### src/rtl/tristate_line_rx_pkg.sv
// Shared types and defaults for the shared-line receiver and its helpers.
package tristate_line_rx_pkg;

  typedef enum logic [2:0] {
    S_IDLE,
    S_START,
    S_DATA,
    S_PARITY,
    S_STOP,
    S_WAIT_HIGH
  } state_e;

  localparam int DEF_CLKS_PER_BIT = 16;
  localparam int DEF_DATA_W       = 8;
  localparam int DEF_PARITY_EN    = 0;
  localparam int DEF_HALF_BIT     = DEF_CLKS_PER_BIT / 2 - 1;

  // Counter value at the middle of the start bit.
  function automatic int half_bit(input int cpb);
    return cpb / 2 - 1;
  endfunction

endpackage

### src/rtl/tristate_line_rx_if.sv
// Receiver-side bundle: resolved line, echo enable, byte handoff and status pulses.
interface tristate_line_rx_if
  import tristate_line_rx_pkg::*;
#(
  parameter int DATA_W = DEF_DATA_W
) ();

  logic              line_in;
  logic              en;
  logic              rx_ready;
  logic [DATA_W-1:0] rx_data;
  logic              rx_valid;
  logic              frame_err;
  logic              parity_err;
  logic              overrun;
  logic              busy;

  modport master (
    input  line_in, en, rx_ready,
    output rx_data, rx_valid, frame_err, parity_err, overrun, busy
  );

  modport slave (
    output line_in, en, rx_ready,
    input  rx_data, rx_valid, frame_err, parity_err, overrun, busy
  );

endinterface

### src/rtl/tristate_line_rx_line_sync.sv
// Two-flop synchronizer that idles high, matching a pulled-up line.
module tristate_line_rx_line_sync (
  input  logic i_clk,
  input  logic i_rst,
  input  logic i_d,
  output logic o_q
);

  logic [1:0] r_ff;

  always_ff @(posedge i_clk or posedge i_rst) begin
    if (i_rst) r_ff <= 2'b11;
    else       r_ff <= {r_ff[0], i_d};
  end

  assign o_q = r_ff[1];

endmodule

### src/rtl/tristate_line_rx.sv
// Oversampling frame receiver for the shared tristate line with a valid/ready
// holding register; ignores the line while this node is driving it.
module tristate_line_rx
  import tristate_line_rx_pkg::*;
#(
  parameter int CLKS_PER_BIT = DEF_CLKS_PER_BIT,
  parameter int DATA_W       = DEF_DATA_W,
  parameter int PARITY_EN    = DEF_PARITY_EN
) (
  input  logic               clk,
  input  logic               rst,
  tristate_line_rx_if.master bus
);

  localparam int CW = $clog2(CLKS_PER_BIT);
  localparam int IW = (DATA_W > 1) ? $clog2(DATA_W) : 1;
  localparam logic [CW-1:0] HALF     = CW'(half_bit(CLKS_PER_BIT));
  localparam logic [CW-1:0] LAST_CNT = CW'(CLKS_PER_BIT - 1);
  localparam logic [IW-1:0] LAST_IDX = IW'(DATA_W - 1);

  state_e            r_state, w_next;
  logic [CW-1:0]     r_cnt;
  logic [IW-1:0]     r_idx;
  logic [DATA_W-1:0] r_shift;
  logic              r_par_bad;
  logic [DATA_W-1:0] r_rx_data;
  logic              r_rx_valid, r_frame_err, r_parity_err, r_overrun;

  logic w_line_s, w_half, w_bit;
  logic w_busy, w_data_pt, w_par_pt, w_stop_pt, w_done, w_ferr, w_perr;

  tristate_line_rx_line_sync u_sync (
    .i_clk (clk),
    .i_rst (rst),
    .i_d   (bus.line_in),
    .o_q   (w_line_s)
  );

  assign w_half = (r_cnt == HALF);
  assign w_bit  = (r_cnt == LAST_CNT);

  always_ff @(posedge clk or posedge rst) begin
    if (rst) r_state <= S_IDLE;
    else     r_state <= w_next;
  end

  always_comb begin
    w_next = r_state;
    if (r_state != S_IDLE && bus.en) begin
      w_next = S_IDLE;
    end else begin
      unique case (r_state)
        S_IDLE:      if (!w_line_s && !bus.en) w_next = S_START;
        S_START:     if (w_half) w_next = w_line_s ? S_IDLE : S_DATA;
        S_DATA:      if (w_bit && r_idx == LAST_IDX)
                       w_next = (PARITY_EN != 0) ? S_PARITY : S_STOP;
        S_PARITY:    if (w_bit) w_next = S_STOP;
        S_STOP:      if (w_bit) w_next = w_line_s ? S_IDLE : S_WAIT_HIGH;
        S_WAIT_HIGH: if (w_line_s) w_next = S_IDLE;
        default:     w_next = S_IDLE;
      endcase
    end
  end

  // Sample strobes are masked by en so an abort cycle never reports anything.
  always_comb begin
    w_busy    = (r_state != S_IDLE);
    w_data_pt = (r_state == S_DATA)   && w_bit && !bus.en;
    w_par_pt  = (r_state == S_PARITY) && w_bit && !bus.en;
    w_stop_pt = (r_state == S_STOP)   && w_bit && !bus.en;
    w_ferr    = w_stop_pt && !w_line_s;
    w_perr    = w_stop_pt &&  w_line_s &&  r_par_bad;
    w_done    = w_stop_pt &&  w_line_s && !r_par_bad;
  end

  always_ff @(posedge clk or posedge rst) begin
    if (rst) begin
      r_cnt     <= '0;
      r_idx     <= '0;
      r_shift   <= '0;
      r_par_bad <= 1'b0;
    end else begin
      if (r_state == S_IDLE || w_next != r_state || w_bit) r_cnt <= '0;
      else                                                 r_cnt <= r_cnt + 1'b1;

      if (w_next == S_START) begin
        r_idx     <= '0;
        r_par_bad <= 1'b0;
      end else if (w_data_pt) begin
        r_shift[r_idx] <= w_line_s;
        r_idx          <= r_idx + 1'b1;
      end

      if (w_par_pt) r_par_bad <= (^r_shift) ^ w_line_s;
    end
  end

  // A completing frame wins over a same-cycle drain; otherwise the old byte stays.
  always_ff @(posedge clk or posedge rst) begin
    if (rst) begin
      r_rx_data    <= '0;
      r_rx_valid   <= 1'b0;
      r_frame_err  <= 1'b0;
      r_parity_err <= 1'b0;
      r_overrun    <= 1'b0;
    end else begin
      r_frame_err  <= w_ferr;
      r_parity_err <= w_perr;
      r_overrun    <= w_done && r_rx_valid && !bus.rx_ready;
      if (w_done && (!r_rx_valid || bus.rx_ready)) begin
        r_rx_data  <= r_shift;
        r_rx_valid <= 1'b1;
      end else if (bus.rx_ready) begin
        r_rx_valid <= 1'b0;
      end
    end
  end

  assign bus.rx_data    = r_rx_data;
  assign bus.rx_valid   = r_rx_valid;
  assign bus.frame_err  = r_frame_err;
  assign bus.parity_err = r_parity_err;
  assign bus.overrun    = r_overrun;
  assign bus.busy       = w_busy;

endmodule

### src/flat_wrapper.sv
// flat-port wrapper written by rule: the top's interface ports become plain ports
module tristate_line_rx_flat import tristate_line_rx_pkg::*;
#(
  parameter int CLKS_PER_BIT = DEF_CLKS_PER_BIT,
  parameter int DATA_W       = DEF_DATA_W,
  parameter int PARITY_EN    = DEF_PARITY_EN
)
  (clk, rst, bus_line_in, bus_en, bus_rx_ready, bus_rx_data, bus_rx_valid, bus_frame_err, bus_parity_err, bus_overrun, bus_busy);
  tristate_line_rx_if #(.DATA_W(DATA_W)) bus_i ();
  input  logic clk;
  input  logic rst;
  input wire logic [$bits(bus_i.line_in)-1:0] bus_line_in;
  input wire logic [$bits(bus_i.en)-1:0] bus_en;
  input wire logic [$bits(bus_i.rx_ready)-1:0] bus_rx_ready;
  output wire logic [$bits(bus_i.rx_data)-1:0] bus_rx_data;
  output wire logic [$bits(bus_i.rx_valid)-1:0] bus_rx_valid;
  output wire logic [$bits(bus_i.frame_err)-1:0] bus_frame_err;
  output wire logic [$bits(bus_i.parity_err)-1:0] bus_parity_err;
  output wire logic [$bits(bus_i.overrun)-1:0] bus_overrun;
  output wire logic [$bits(bus_i.busy)-1:0] bus_busy;
  assign bus_i.line_in = bus_line_in;
  assign bus_i.en = bus_en;
  assign bus_i.rx_ready = bus_rx_ready;
  assign bus_rx_data = bus_i.rx_data;
  assign bus_rx_valid = bus_i.rx_valid;
  assign bus_frame_err = bus_i.frame_err;
  assign bus_parity_err = bus_i.parity_err;
  assign bus_overrun = bus_i.overrun;
  assign bus_busy = bus_i.busy;
  tristate_line_rx #(.CLKS_PER_BIT(CLKS_PER_BIT), .DATA_W(DATA_W), .PARITY_EN(PARITY_EN)) u_core (.clk(clk), .rst(rst), .bus(bus_i));
endmodule
### config.mk
export PLATFORM = sky130hd
export DESIGN_NAME = tristate_line_rx_flat
export DESIGN_NICKNAME = d
export VERILOG_FILES = /design/src/rtl/tristate_line_rx_pkg.sv /design/src/rtl/tristate_line_rx_if.sv /design/src/rtl/tristate_line_rx_line_sync.sv /design/src/rtl/tristate_line_rx.sv /design/src/flat_wrapper.sv
export SDC_FILE = /design/constraint.sdc
export NUM_CORES = 1
export LEC_CHECK = 0
export ABC_AREA = 1
export BUFFER_PORTS_ARGS = -buffer_cell sky130_fd_sc_hd__buf_4
export CAP_MARGIN = 5
export CORE_AREA = 4 4 51 98
export DETAILED_ROUTE_END_ITERATION = 16
export DIE_AREA = 0 0 55 102
export GPL_TIMING_DRIVEN = 0
export SLEW_MARGIN = 40
export SYNTH_ARGS = -nofsm -noshare
export SYNTH_HDL_FRONTEND = slang
export SYNTH_SLANG_ARGS = --single-unit
### constraint.sdc
create_clock -name clk -period 2.42 [get_ports clk]
set_clock_uncertainty 0.1 [all_clocks]
set_input_delay 0.484 -clock clk [delete_from_list [all_inputs] [get_ports clk]]
set_output_delay 0.484 -clock clk [all_outputs]
set_load 0.01 [all_outputs]
==> flow_summary_export.csv <==
group,metric,value,unit
cells_and_area,fill_cells,442,
power_and_ir_drop,power,1.30,mW
die,initial_core_util,38.5,%
sta,slew_headroom,53.8,%
setup_path,worstPathRequired,2.50,ns
cts,clkSlewWorstSetupHoldPaths,0.07,ns
detailed_routing,vias,1276,
placement,place_inst,267,
sta,fmax,535,MHz
detailed_routing,wl_per_cell,11.5,um
synth,syn_inst,196,
placement,io_buffers,17,
global_route,overflow,0,
global_route,grt_usage,13.3,%
cts,cts_hold_buf,0,
cts,cts.sinks,33,
sta,maxSlewViolCount,0,
synth,synth_simple_gate_area_share,27.7,%
cts,post_cts_resized,0,
cts,postCtsSetupRepairBufs,0,
cells_and_area,mostFrequentLayoutCell,"nand2_1",
sta,hold_violations,0,
synth,yosysTopAreaCell,"dfrtp_1",
placement,globalplace.congestion,0.785,
global_route,grt_pass1_wl,5350,um
synth,synth.net_count,204,
detailed_routing,drc_errors,0,
synth,yosysSeqAreaShare,50.0,%
placement,dp_hpwl,2460,um
sta,fin_crit,1.87,ns
die,rows,34,
setup_path,timing.critical_path.mode_cell,"nor2_2",
cts,clk_latency,0.29,ns
cts,cts_max_level,2,
detailed_routing,ant_nets,0,
global_route,grt_pass1_vias,1264,
sta,setup_violations,0,
setup_path,worstPathArrival,1.95,ns
cells_and_area,drive_gt1_share,19.5,%
sta,tightestPinTransition,0.691,ns
die,coreArea,0.00430,mm2
synth,syn_area_per_cell,8.45,um2
cts,clock_tree.root_cell,"clkbuf_8",
synth,synthTopCellsByArea,"dfrtp_1 (47%), nand2_1 (11%), inv_1 (5.9%)",
power_and_ir_drop,vdd_ir_drop_max,0.288,mV
sta,fin_crit_sh,77.3,%
synth,ys_seq_elements,33,
cts,cts_tree,"built",
die,die_w,55,um
synth,synth_top_area_share,46.9,%
min_path,hold_class,"in2reg",
detailed_routing,drtIter0Drc,10,
synth,synthDistinctLibCells,24,
cts,clockBufferDepth,2,
setup_path,path_cells,"ha_1 -> nand3_4 -> nor2_2 -> nand3_2 -> nor2_2 -> nand2_2 -> buf_6 -> mux2_4",
sta,grt_setup_unrepaired,"no",
synth,ys_warn_count,0,
status,status,"complete, no violations",
power_and_ir_drop,p_per_area,672,mW/mm2
detailed_routing,routed_via_density,4.64,
cells_and_area,fin_cells,275,
die,io_pins,18,
setup_path,critical_path.max_fanout,10,
synth,synth_compound_area_share,4.69,%
synth,synth_top_family_by_area,"simple AND/OR/NAND/NOR gates",
global_route,grt_max_degree,34,
setup_path,end_kind,"flop",
cells_and_area,layout.nets,228,
synth,synth-adder-area-share,2.27,%
synth,syn_area,0.00166,mm2
die,die_area,0.00561,mm2
global_route,antenna_found_initial,0,
cells_and_area,final_cell_mix,"nand2_1 (50), dfrtp_1 (31), inv_1 (25)",
synth,synthMuxAreaShare,4.08,%
detailed_routing,drt_pass1_iterations,4,
detailed_routing,drt-total-wl,3160,um
die,chipHeight,102,um
power_and_ir_drop,leakagePower,1.03,nW
sta,hold_ws,0.203,ns
setup_path,criticalPathCategory,"reg2reg",
synth,yosys.area_share.xor_xnor,4.23,%
cells_and_area,diodes,0,
setup_path,slowest_stage,"dfrtp_1",
setup_path,cp-start-kind,"flop",
sta,fin_setup_tns,0,ns
cells_and_area,syn2layout_area_growth,17.0,%
job,cap_violations,0,
setup_path,critical-path-max-stage-delay,0.38,ns
cts,cts_buffers,5,
stage by stage:
stage	worst slack, ns	cell area [um2]	util [%]
6_report	0.550	1940	45.1
5_1_grt	0.387	1940	45.1
4_1_cts	0.527	1940	45.1
3_5_place_dp	0.536	1850	43.1
3_3_place_gp	0.561	1850	43.1
2_1_floorplan	0.698	1660	-
area by class of cell:
class | instances | area, um2 | share of cell area (%)
tap | 54 | 67.6 | 3.49
clock buffer | 5 | 68.8 | 3.55
inverter | 26 | 97.6 | 5.04
buffer | 2 | 18.8 | 0.969
clock inverter | 3 | 17.5 | 0.904
sequential | 33 | 828 | 42.8
timing repair buffer | 17 | 128 | 6.59
multi-input combinational | 135 | 711 | 36.7
critical path, delay by kind of cell, from the launching register on:
family                     cells  cell delay [ns]
adders and majority gates      1             0.26
muxes                          1             0.29
buffers and inverters          1             0.15
and+or+nand+nor                5             0.57
DFF                            1             0.38
worst paths after layout:
check	startpoint	to	slack (ns)	cells after the start
worst max-delay path	u_core.r_cnt[0]$_DFF_PP0_	u_core.bus.rx_data[2]$_DFFE_PP0P_	0.55	8
worst min-delay path	bus_line_in	u_core.u_sync.r_ff[0]$_DFF_PP1_	0.20	1
worst max register to register	u_core.r_cnt[0]$_DFF_PP0_	u_core.bus.rx_data[2]$_DFFE_PP0P_	0.55	8
worst min register to register	u_core.u_sync.r_ff[0]$_DFF_PP1_	u_core.u_sync.r_ff[1]$_DFF_PP1_	0.26	0
max in group asynchronous	rst	u_core.bus.frame_err$_DFF_PP0_	1.57	2
min in group asynchronous	rst	u_core.bus.rx_data[0]$_DFFE_PP0P_	0.21	2
cells in the mapped netlist:
cell type  number
dfrtp_1        31
a21oi_1         4
nand2b_1        1
nor3_1          1
mux2_4          3
nand2_1        50
o21bai_1        1
nand3_4         1
ha_1            3
buf_6           1
mux2_2          2
xor2_1          3
xnor2_1         5
nand3b_1        1
nor2_2          4
nand3_1        18
o21ai_0        10
nor4_1          1
inv_1          26
nand3_2         1
nand2_2         2
buf_4           1
dfstp_2         2
nor2_1         24
layer usage:
| layer | wire length, um | share of wire, % | up-vias | global-route usage [%] |
|---|---|---|---|---|
| met2 | 1850 | 58 | 15 | 24.7 |
| met5 | 0 | 0 | - | 0 |
| met3 | 79 | 2.5 | 10 | 2.77 |
| met4 | 128 | 4.1 | 0 | 9.36 |
| met1 | 1100 | 35 | 593 | 11.6 |
| li1 | - | - | 658 | - |
kinds of logic (layout without fill, tap and decap cells):
logic type / count (synthesis) / in the layout
AOI/OAI and AO/OA: 15 / 15
xor gates and xnor gates: 8 / 8
adders and majority gates: 3 / 3
buffers and inverters: 28 / 53
DFF: 33 / 33
muxes: 5 / 5
and+or+nand+nor: 104 / 104
power breakdown:
part	internal [mW]	total, mW	switching (mW)
logic	0.0986	0.290	0.192
clock network	0.198	0.400	0.202
registers	0.581	0.610	0.0294
total	0.878	1.30	0.423
state kept, by name, summed over array words and instances, names as in the netlist:
signal,count
u_core.r_par_bad,1
u_core.bus.parity_err,1
u_core.r_shift,8
u_core.r_state,3
u_core.bus.rx_valid,1
u_core.u_sync.r_ff,2
u_core.bus.overrun,1
u_core.bus.rx_data,8
u_core.r_cnt,4
u_core.r_idx,3
u_core.bus.frame_err,1
Note: power is estimated with default switching activity, not from simulation.
